<file path="src/rtl/spi_fpga_sync_slave.sv">
// spi_fpga_sync_slave: SPI responder oversampled by IN_CLOCK.
// SCLK/CS/MOSI are synchronized; received words land in IN_CLOCK domain.
//
// Ports:
//   IN_CLOCK, IN_RESET        system clock, sync active-high reset
//   IN_TRANSMIT_DATA          word for MISO, latched at frame start
//   IN_SCLK, IN_CS, IN_MOSI   asynchronous SPI inputs (CS active low)
//   OUT_MISO, OUT_MISO_OE     slave data and pad drive enable
//   OUT_RECEIVE_DATA/VALID    last complete word, 1-cycle update strobe
//   OUT_BUSY                  high while a frame is active
//   OUT_FRAME_ERROR           only with SPI_FPGA_SYNC_SLAVE_FRAME_ERROR_EN:
//                             pulses when CS rises mid-word
module spi_fpga_sync_slave #(
  parameter int   PACK_LENGTH                = 8,
  parameter logic CPOL                       = 1'b1,
  parameter logic CPHA                       = 1'b0,
  parameter int   PACK_BIT_SEQUENCE_TRANSMIT = 1,
  parameter int   PACK_BIT_SEQUENCE_RECEIVE  = 0
) (
  input  logic                   IN_CLOCK,
  input  logic                   IN_RESET,
  input  logic [PACK_LENGTH-1:0] IN_TRANSMIT_DATA,
  input  logic                   IN_SCLK,
  input  logic                   IN_CS,
  input  logic                   IN_MOSI,
  output logic                   OUT_MISO,
  output logic                   OUT_MISO_OE,
  output logic [PACK_LENGTH-1:0] OUT_RECEIVE_DATA,
  output logic                   OUT_RECEIVE_VALID,
  output logic                   OUT_BUSY
`ifdef SPI_FPGA_SYNC_SLAVE_FRAME_ERROR_EN
  ,
  output logic                   OUT_FRAME_ERROR
`endif
);

  localparam int CW = $clog2(PACK_LENGTH + 1);
  localparam int IW = $clog2(PACK_LENGTH);
  localparam logic [CW-1:0] LAST = CW'(PACK_LENGTH - 1);
  localparam logic [CW-1:0] FULL = CW'(PACK_LENGTH);

  typedef enum logic {
    S_IDLE,
    S_ACTIVE
  } state_t;

  state_t r_state;
  state_t w_state_next;

  logic r_sclk_s1, r_sclk_s2, r_sclk_s3;
  logic r_cs_s1, r_cs_s2, r_cs_prev;
  logic r_mosi_s1, r_mosi_s2;
  logic [1:0] r_fill;

  logic [PACK_LENGTH-1:0] r_tx;
  logic [PACK_LENGTH-1:0] r_rx;
  logic [PACK_LENGTH-1:0] r_rdata;
  logic [CW-1:0] r_cnt;
  logic [CW-1:0] r_tx_cnt;
  logic r_miso, r_oe, r_valid;

  logic w_rise, w_fall, w_lead, w_trail;
  logic w_active, w_sample, w_shift, w_cs_fall;
  logic w_done, w_new_first;
  logic [IW-1:0] w_rx_idx;
  logic [IW-1:0] w_tx_idx;
  logic [PACK_LENGTH-1:0] w_rx_word;

  // r_fill marks when the sync chain holds real samples rather than
  // reset values, so a frame already running at reset release is not
  // mistaken for a fresh CS falling edge.
  always_ff @(posedge IN_CLOCK) begin
    if (IN_RESET) begin
      r_sclk_s1 <= CPOL;
      r_sclk_s2 <= CPOL;
      r_sclk_s3 <= CPOL;
      r_cs_s1   <= 1'b1;
      r_cs_s2   <= 1'b1;
      r_cs_prev <= 1'b0;
      r_mosi_s1 <= 1'b0;
      r_mosi_s2 <= 1'b0;
      r_fill    <= 2'b00;
    end else begin
      r_sclk_s1 <= IN_SCLK;
      r_sclk_s2 <= r_sclk_s1;
      r_sclk_s3 <= r_sclk_s2;
      r_cs_s1   <= IN_CS;
      r_cs_s2   <= r_cs_s1;
      r_cs_prev <= r_fill[1] ? r_cs_s2 : 1'b0;
      r_mosi_s1 <= IN_MOSI;
      r_mosi_s2 <= r_mosi_s1;
      r_fill    <= {r_fill[0], 1'b1};
    end
  end

  assign w_rise    = r_sclk_s2 & ~r_sclk_s3;
  assign w_fall    = ~r_sclk_s2 & r_sclk_s3;
  assign w_lead    = CPOL ? w_fall : w_rise;
  assign w_trail   = CPOL ? w_rise : w_fall;
  assign w_active  = (r_state == S_ACTIVE);
  assign w_sample  = w_active & (CPHA ? w_trail : w_lead);
  assign w_shift   = w_active & (CPHA ? w_lead : w_trail);
  assign w_cs_fall = r_cs_prev & ~r_cs_s2;

  always_comb begin
    w_rx_idx = (PACK_BIT_SEQUENCE_RECEIVE != 0) ?
               IW'(LAST - r_cnt) : IW'(r_cnt);
    w_tx_idx = (PACK_BIT_SEQUENCE_TRANSMIT != 0) ?
               IW'(LAST - r_tx_cnt) : IW'(r_tx_cnt);
    w_new_first = (PACK_BIT_SEQUENCE_TRANSMIT != 0) ?
                  IN_TRANSMIT_DATA[PACK_LENGTH-1] :
                  IN_TRANSMIT_DATA[0];
    w_rx_word = r_rx;
    w_rx_word[w_rx_idx] = r_mosi_s2;
    w_done = w_sample && (r_cnt == LAST);
  end

  always_comb begin
    w_state_next = r_state;
    case (r_state)
      S_IDLE:   if (w_cs_fall) w_state_next = S_ACTIVE;
      S_ACTIVE: if (r_cs_s2) w_state_next = S_IDLE;
      default:  w_state_next = S_IDLE;
    endcase
  end

  always_ff @(posedge IN_CLOCK) begin
    if (IN_RESET) r_state <= S_IDLE;
    else          r_state <= w_state_next;
  end

`ifdef SPI_FPGA_SYNC_SLAVE_FRAME_ERROR_EN
  logic r_ferr;
  logic [CW-1:0] w_cnt_after;
  assign w_cnt_after = r_cnt + CW'(w_sample);
  assign OUT_FRAME_ERROR = r_ferr;

  // A final sample coinciding with CS release completes the word.
  always_ff @(posedge IN_CLOCK) begin
    if (IN_RESET) r_ferr <= 1'b0;
    else r_ferr <= w_active && r_cs_s2 && !w_done &&
                   (w_cnt_after != '0);
  end
`endif

  always_ff @(posedge IN_CLOCK) begin
    if (IN_RESET) begin
      r_tx     <= '0;
      r_rx     <= '0;
      r_rdata  <= '0;
      r_cnt    <= '0;
      r_tx_cnt <= '0;
      r_miso   <= 1'b0;
      r_oe     <= 1'b0;
      r_valid  <= 1'b0;
    end else begin
      r_valid <= 1'b0;
      if (w_sample) begin
        r_rx  <= w_rx_word;
        r_cnt <= w_done ? '0 : r_cnt + 1'b1;
        if (w_done) begin
          r_rdata <= w_rx_word;
          r_valid <= 1'b1;
        end
      end
      // Once a full word has been presented, the next shift edge starts
      // a fresh word so frames can run back-to-back under one CS.
      if (w_shift) begin
        if (r_tx_cnt == FULL) begin
          r_tx     <= IN_TRANSMIT_DATA;
          r_miso   <= w_new_first;
          r_tx_cnt <= CW'(1);
        end else begin
          r_miso   <= r_tx[w_tx_idx];
          r_tx_cnt <= r_tx_cnt + 1'b1;
        end
      end
      if (!w_active && w_cs_fall) begin
        r_tx  <= IN_TRANSMIT_DATA;
        r_rx  <= '0;
        r_cnt <= '0;
        r_oe  <= 1'b1;
        if (!CPHA) begin
          r_miso   <= w_new_first;
          r_tx_cnt <= CW'(1);
        end else begin
          r_miso   <= 1'b0;
          r_tx_cnt <= '0;
        end
      end
      if (w_active && r_cs_s2) begin
        r_oe     <= 1'b0;
        r_miso   <= 1'b0;
        r_cnt    <= '0;
        r_tx_cnt <= '0;
      end
    end
  end

  assign OUT_MISO          = r_miso;
  assign OUT_MISO_OE       = r_oe;
  assign OUT_RECEIVE_DATA  = r_rdata;
  assign OUT_RECEIVE_VALID = r_valid;
  assign OUT_BUSY          = w_active;

endmodule

</file>
<file path="config.mk">
export PLATFORM = sky130hd
export DESIGN_NAME = spi_fpga_sync_slave
export DESIGN_NICKNAME = d
export VERILOG_FILES = /design/src/rtl/spi_fpga_sync_slave.sv
export SDC_FILE = /design/constraint.sdc
export NUM_CORES = 1
export LEC_CHECK = 0
export CAP_MARGIN = 20
export CORE_UTILIZATION = 58
export CTS_CLUSTER_DIAMETER = 60
export DETAILED_ROUTE_END_ITERATION = 7
export PLACE_DENSITY = 0.89
export SLEW_MARGIN = 20
export SYNTH_ARGS = -nofsm -noshare
export SYNTH_HDL_FRONTEND = slang
export SYNTH_SLANG_ARGS = --single-unit
</file>
<file path="constraint.sdc">
create_clock -name IN_CLOCK -period 2.7 [get_ports IN_CLOCK]
set_input_delay 0.54 -clock IN_CLOCK [delete_from_list [all_inputs] [get_ports IN_CLOCK]]
set_output_delay 0.54 -clock IN_CLOCK [all_outputs]
set_load 0.01 [all_outputs]
</file>
## Yosys cells after proc, flatten, opt, wreduce, memory -nomap -nowiden

Index checks and enable logic that the tools add are counted.

| word-level totals | value |
|---|---|
| register bits after elaboration | 46 |
| input port bits | 13 |

| cells by class | value |
|---|---|
| add/subtract/negate cells | 3 |
| order comparisons | 3 |
| eq/ne operators | 2 |
| multiplexer cells | 20 |
| bitwise operators | 11 |
| reductions and logical operators | 14 |

Operator list:

| operator | number |
|---|---|
| 8-bit two-way mux | 3 |
| 1-bit two-way mux | 11 |
| 4-bit by 1-bit adder with 4-bit output, second input constant | 2 |
| 8-bit bitwise mux | 1 |
| 3-bit by 4-bit < comparator with 1-bit output, second input constant | 2 |
| 4-bit two-way mux | 2 |
| 2-bit OR reduction | 4 |
| 1-bit NOT | 6 |
| 1-bit AND | 5 |
| 4-bit by 3-bit equality test with 1-bit output, second input constant | 1 |
| 4-bit equality test, second input constant | 1 |
| 1-bit logical AND | 4 |
| 2-bit AND reduction | 2 |
| 2-bit nonzero test | 2 |
| 1-bit binary-select mux with 3-bit select | 1 |
| 1-bit demux with 3-bit select | 1 |
| 3-bit by 1-bit >= comparator with 1-bit output, second input constant | 1 |
| 3-bit OR reduction | 1 |
| 3-bit subtractor, first input constant | 1 |
| 1-bit case mux with 2 select lines | 1 |
| 1-bit zero test | 1 |

## Depth between registers and ports, before layout

| depth | value |
|---|---|
| word-level depth | 6 |
| mapped depth | 7 |
| depth with buffers taken out | 6 |

## Worst setup path after synthesis

Ideal clock, no wire load.

| path | value |
|---|---|
| path type | register to register |
| start point | reg r_state (netlist: OUT_BUSY) |
| end point | reg r_cnt[0] |
| library setup time | 72 ps |
| arrival | 1443 ps |
| slack | 1184 ps |
| cell stages (with the launch flop) | 7 |
| path buffers | 2 |
| clock period less this slack | 1516 ps |
| path through | dfxtp_1 > and3b_1 > buf_6 > and4b_1 > buf_6 > or3b_1 > a21oi_1 |

| on the way | value |
|---|---|
| cells in the longest elaborated chain, start to end | 3 |

Ends and longest elaborated chain:

| item | RTL line | source |
|---|---|---|
| start, declared | 47 | `state_t r_state;` |
| start signal, assigned | 129 | `else r_state <= w_state_next;` |
| 1-bit AND or 1-bit zero test (tied branches) | 101, 178 |  |
| 1-bit logical AND (on tied branches) | 115, 178 |  |
| 4-bit two-way mux or 3-bit OR reduction (tied branches) | -- |  |
| end signal, assigned | 160 | `r_cnt <= w_done ? '0 : r_cnt + 1'b1;` |
| end, declared | 58 | `logic [CW-1:0] r_cnt;` |

Parallel ways exist; a longest one is shown, timed or not.
A chain may end at the register's enable or synchronous reset.

## Worst setup path in the final report

| path | value |
|---|---|
| start point | reg r_state (netlist: OUT_BUSY) |
| end point | out OUT_BUSY |

RTL lines:

| item | RTL line | source |
|---|---|---|
| end, declared | 30 | `output logic OUT_BUSY` |

No word-level cell between the ends.

==> metrics.md <==
| Metric | Value |
|---|---|
| Status | completed |
| RSZ-0062 raised after global routing | false |
| Mapped Cells | 196 |
| Max Buffers Root-to-Sink | 2 |
| Critical-path top delay cell | clkdlybuf4s50_1 |
| First-pass GRT wire length | approximately 6100 µm |
| CP delay by family, top | buffers and inverters |
| YS warnings | 0 |
| Sequential area share after synthesis | 48.8% |
| Worst EP arrival | 1410 ps |
| Die X | 59.1 µm |
| Vias | 1446 |
| CP required | roughly 2200 ps |
| Crit path capture type | output pin |
| Postcts setup bufs | 0 |
| Metal-1 WL | around 1600 µm |
| Routed wire length | about 3600 µm |
| Mean post-synth cell area | 9.63 µm² |
| Hold_buf cts | 0 |
| Antenna violations before repair | 0 |
| Core Area | approximately 0.003 mm² |
| Main combinational cell family by area after synthesis | simple AND/OR/NAND/NOR gates |
| Setup Skew | 17.7 ps |
| Std-Cell Rows | 20 |
| Post-route clock period utilization | around 72% |
| RD Place Congestion | 0.798 |
| Post-synth EDFFs | 0 |
| Ports | 25 |
| Port-buffer cells | 24 |
| Number of diodes | 0 |
| Initial drt markers | 58 |
| Post-synth top cells | dfxtp_1, nor2_1, mux2i_1 |
| Via density | 5.54 |
| Worst setup SP type | flop |
| Async S/R FF share, synth | 0% |
| Setup TNS Final | 0 ps |
| Fraction of synthesized area in multiplexers | around an eighth |
| Fmax | around 0.5 GHz |
| Placed Cells | ~260 |
| Critical Path Max Stage Delay | 580 ps |
| Hold Fails Final Rpt | 0 |
| # nets final | 234 |
| GRT Total Usage | 23.9% |
| Share of the synthesized area in the top cell type | 48.8% |
| Syn Nets | roughly 210 |
| Resize count post-CTS | 0 |
| Tmin final | 1950 ps |
| Primary FF master, synth | dfxtp_1 |
| Initial Utilization | 61.3% |
| Filler instances | 245 |
| Synthesized area | 0.00189 mm² |
| Share of cells above drive strength 1 | 7.37% |
| Clk pin slew, worst setup/hold paths | 130 ps |
| Post-route ant nets | 0 |
| CP max FO | 8 |
| Placed inst area | between 0.002 and 0.0025 mm² |
| Uppermost layer routed | met4 |
| Top-count cell post-synth | dfxtp_1 |
| Post-synthesis simple-gate area fraction | 22.9% |
| Critical path class | reg -> out |
| Die Y | 59.1 µm |
| Drc violations | 0 |
| Area of the die | around 0.0035 mm² |
| DPL Wire Length | 2540 µm |
| CTS tree | yes |
| Met2 WL post-DR | between 1500 and 2000 µm |
| Synth Area in Adders | 1.99% |
| Largest net degree at the start of global routing | 26 |
| Critical path buffers and inverters | 1 |
| Hold WC Path Type | reg -> reg |
| Slew Limit Fails | 0 |
| Area leader, netlist | dfxtp_1 |
| Post-Layout Cell Count | 261 |
| CTS root buf | clkbuf_4 |
| VDD IR max | 375 µV |
| Post-Synth XOR/XNOR Area | 0.464% |
| P per Cell Area | approximately 480 mW/mm² |
| Pleak | around 0.8 nW |
| Final core utilization | a little under three quarters |
| Slew @ Worst Pin | 583 ps |
| Compound-Gate Fraction of Synth Area | between 8 and 9% |
| Clock insertion delay at the later pin of the skew report | between 300 and 400 ps |
| Met3 Routed Length | 193 µm |
| Worst relative slew slack | 61.1% |
| P&R area growth vs syn | 15.7% |
| Area contributors post-synth | dfxtp_1, mux2i_1, nor2_1 |
| Drt pass-1 iters | 4 |
| Wirelength per Cell | approximately 14 µm |
| Vias in the first global route | 1370 |
| Final setup viols | 0 |
| Clock sink count | 46 |
| Flops & latches, synth | 46 |
| Post-synth cell types | 32 |
| Remaining global-route overflow | 0 |
| Design area | approximately 0.0022 mm² |
| Num CTS Buffers | 5 |
| Crit-path cells | clkdlybuf4s50_1 |
| CTS H-tree lvls | 2 |
| Max Cap Viol | 0 |
-- cells by family (layout without fill, tap and decap cells) --
logic type | after synthesis | in the layout
AND/OR/NAND/NOR | 88 | 88
flip-flops | 46 | 46
AO/OA/AOI/OAI | 22 | 22
multiplexers | 22 | 22
buffers and inverters | 14 | 35
adder cells (fa/ha/maj) | 3 | 3
XOR/XNOR | 1 | 1
-- worst reg2reg max path: stages (launching register included) --
cell and delay [ps]:
dfxtp_1 470, and3b_1 190, buf_4 210, and4b_1 600, nor2_1 80, a211oi_1 270
-- path summary, 6_finish.rpt --
kind	startpoint	to	slack, ps	depth (start not counted)
worst max-delay path	OUT_BUSY$_SDFF_PP0_	OUT_BUSY	750	1
worst min-delay path	r_cs_s1$_SDFF_PP1_	r_cs_s2$_SDFF_PP1_	420	1
worst max register to register	OUT_BUSY$_SDFF_PP0_	OUT_RECEIVE_DATA[0]$_SDFFE_PP0P_	790	5
worst min register to register	r_cs_s1$_SDFF_PP1_	r_cs_s2$_SDFF_PP1_	420	1
-- per-stage QoR --
stage | total power (W) | setup slack (ps) | hold WS (ps)
final | 0.00106 | 747 | 419
after detailed placement | 0.000751 | 835 | 395
after floorplan | 0.000725 | 1180 | 389
after global routing | 0.00109 | 632 | 439
after CTS | 0.00106 | 756 | 422
after global placement | 0.000748 | 971 | 392
-- area by class of cell --
class / instances / area, µm² / area share (%)
Timing Repair Buffer: 26 / 255 / 11.7
Multi-Input combinational cell: 136 / 891 / 40.8
Sequential cell: 46 / 921 / 42.2
Inverter: 3 / 11.3 / 0.515
Clock buffer: 6 / 51.3 / 2.35
Tap cell: 44 / 55.1 / 2.52
-- power breakdown --
group / internal, W / leakage, nW / switching (W) / total, W
Combinational: 0.0000244 / 0.397 / 0.0000191 / 0.0000435
Sequential: 0.000687 / 0.373 / 0.00000543 / 0.000692
Clock: 0.000118 / 0.0302 / 0.000204 / 0.000321
Total: 0.000829 / 0.800 / 0.000228 / 0.00106
-- cell usage in the layout (no fill, tap or decap), drive strengths merged --
cell and count:
or3b 2, nor2b 7, nand3 8, and3 1, and4b 1, or3 2, a311oi 3, inv 3
nand3b 2, dfxtp 46, nand2b 1, o21ai 1, a211o 1, buf 2, ha 3, mux2i 20
xor2 1, a211oi 11, a31oi 1, nand4 1, a21o 1, clkbuf 6, nor3 3, nor2 36
and3b 3, nor3b 1, mux4 2, clkdlybuf4s50 24, a21oi 4, and2 1, nand2 14, or2 5
-- metal layers --
layer	GRT usage, %	vias up
li1	-	718
met5	0	-
met1	30.1	689
met4	9.18	0
met3	7.64	6
met2	38.1	33
-- state kept, by name, indices dropped and copies added (netlist names) --
register           cells
r_mosi_s2              1
r_tx_cnt               4
r_cs_s1                1
r_sclk_s2              1
r_sclk_s1              1
OUT_RECEIVE_DATA       8
r_rx                   8
r_cnt                  4
r_cs_s2                1
r_fill                 2
r_cs_prev              1
OUT_RECEIVE_VALID      1
r_mosi_s1              1
r_sclk_s3              1
r_tx                   8
OUT_BUSY               1
OUT_MISO               1
OUT_MISO_OE            1
Power figures use the tool's default switching activity.
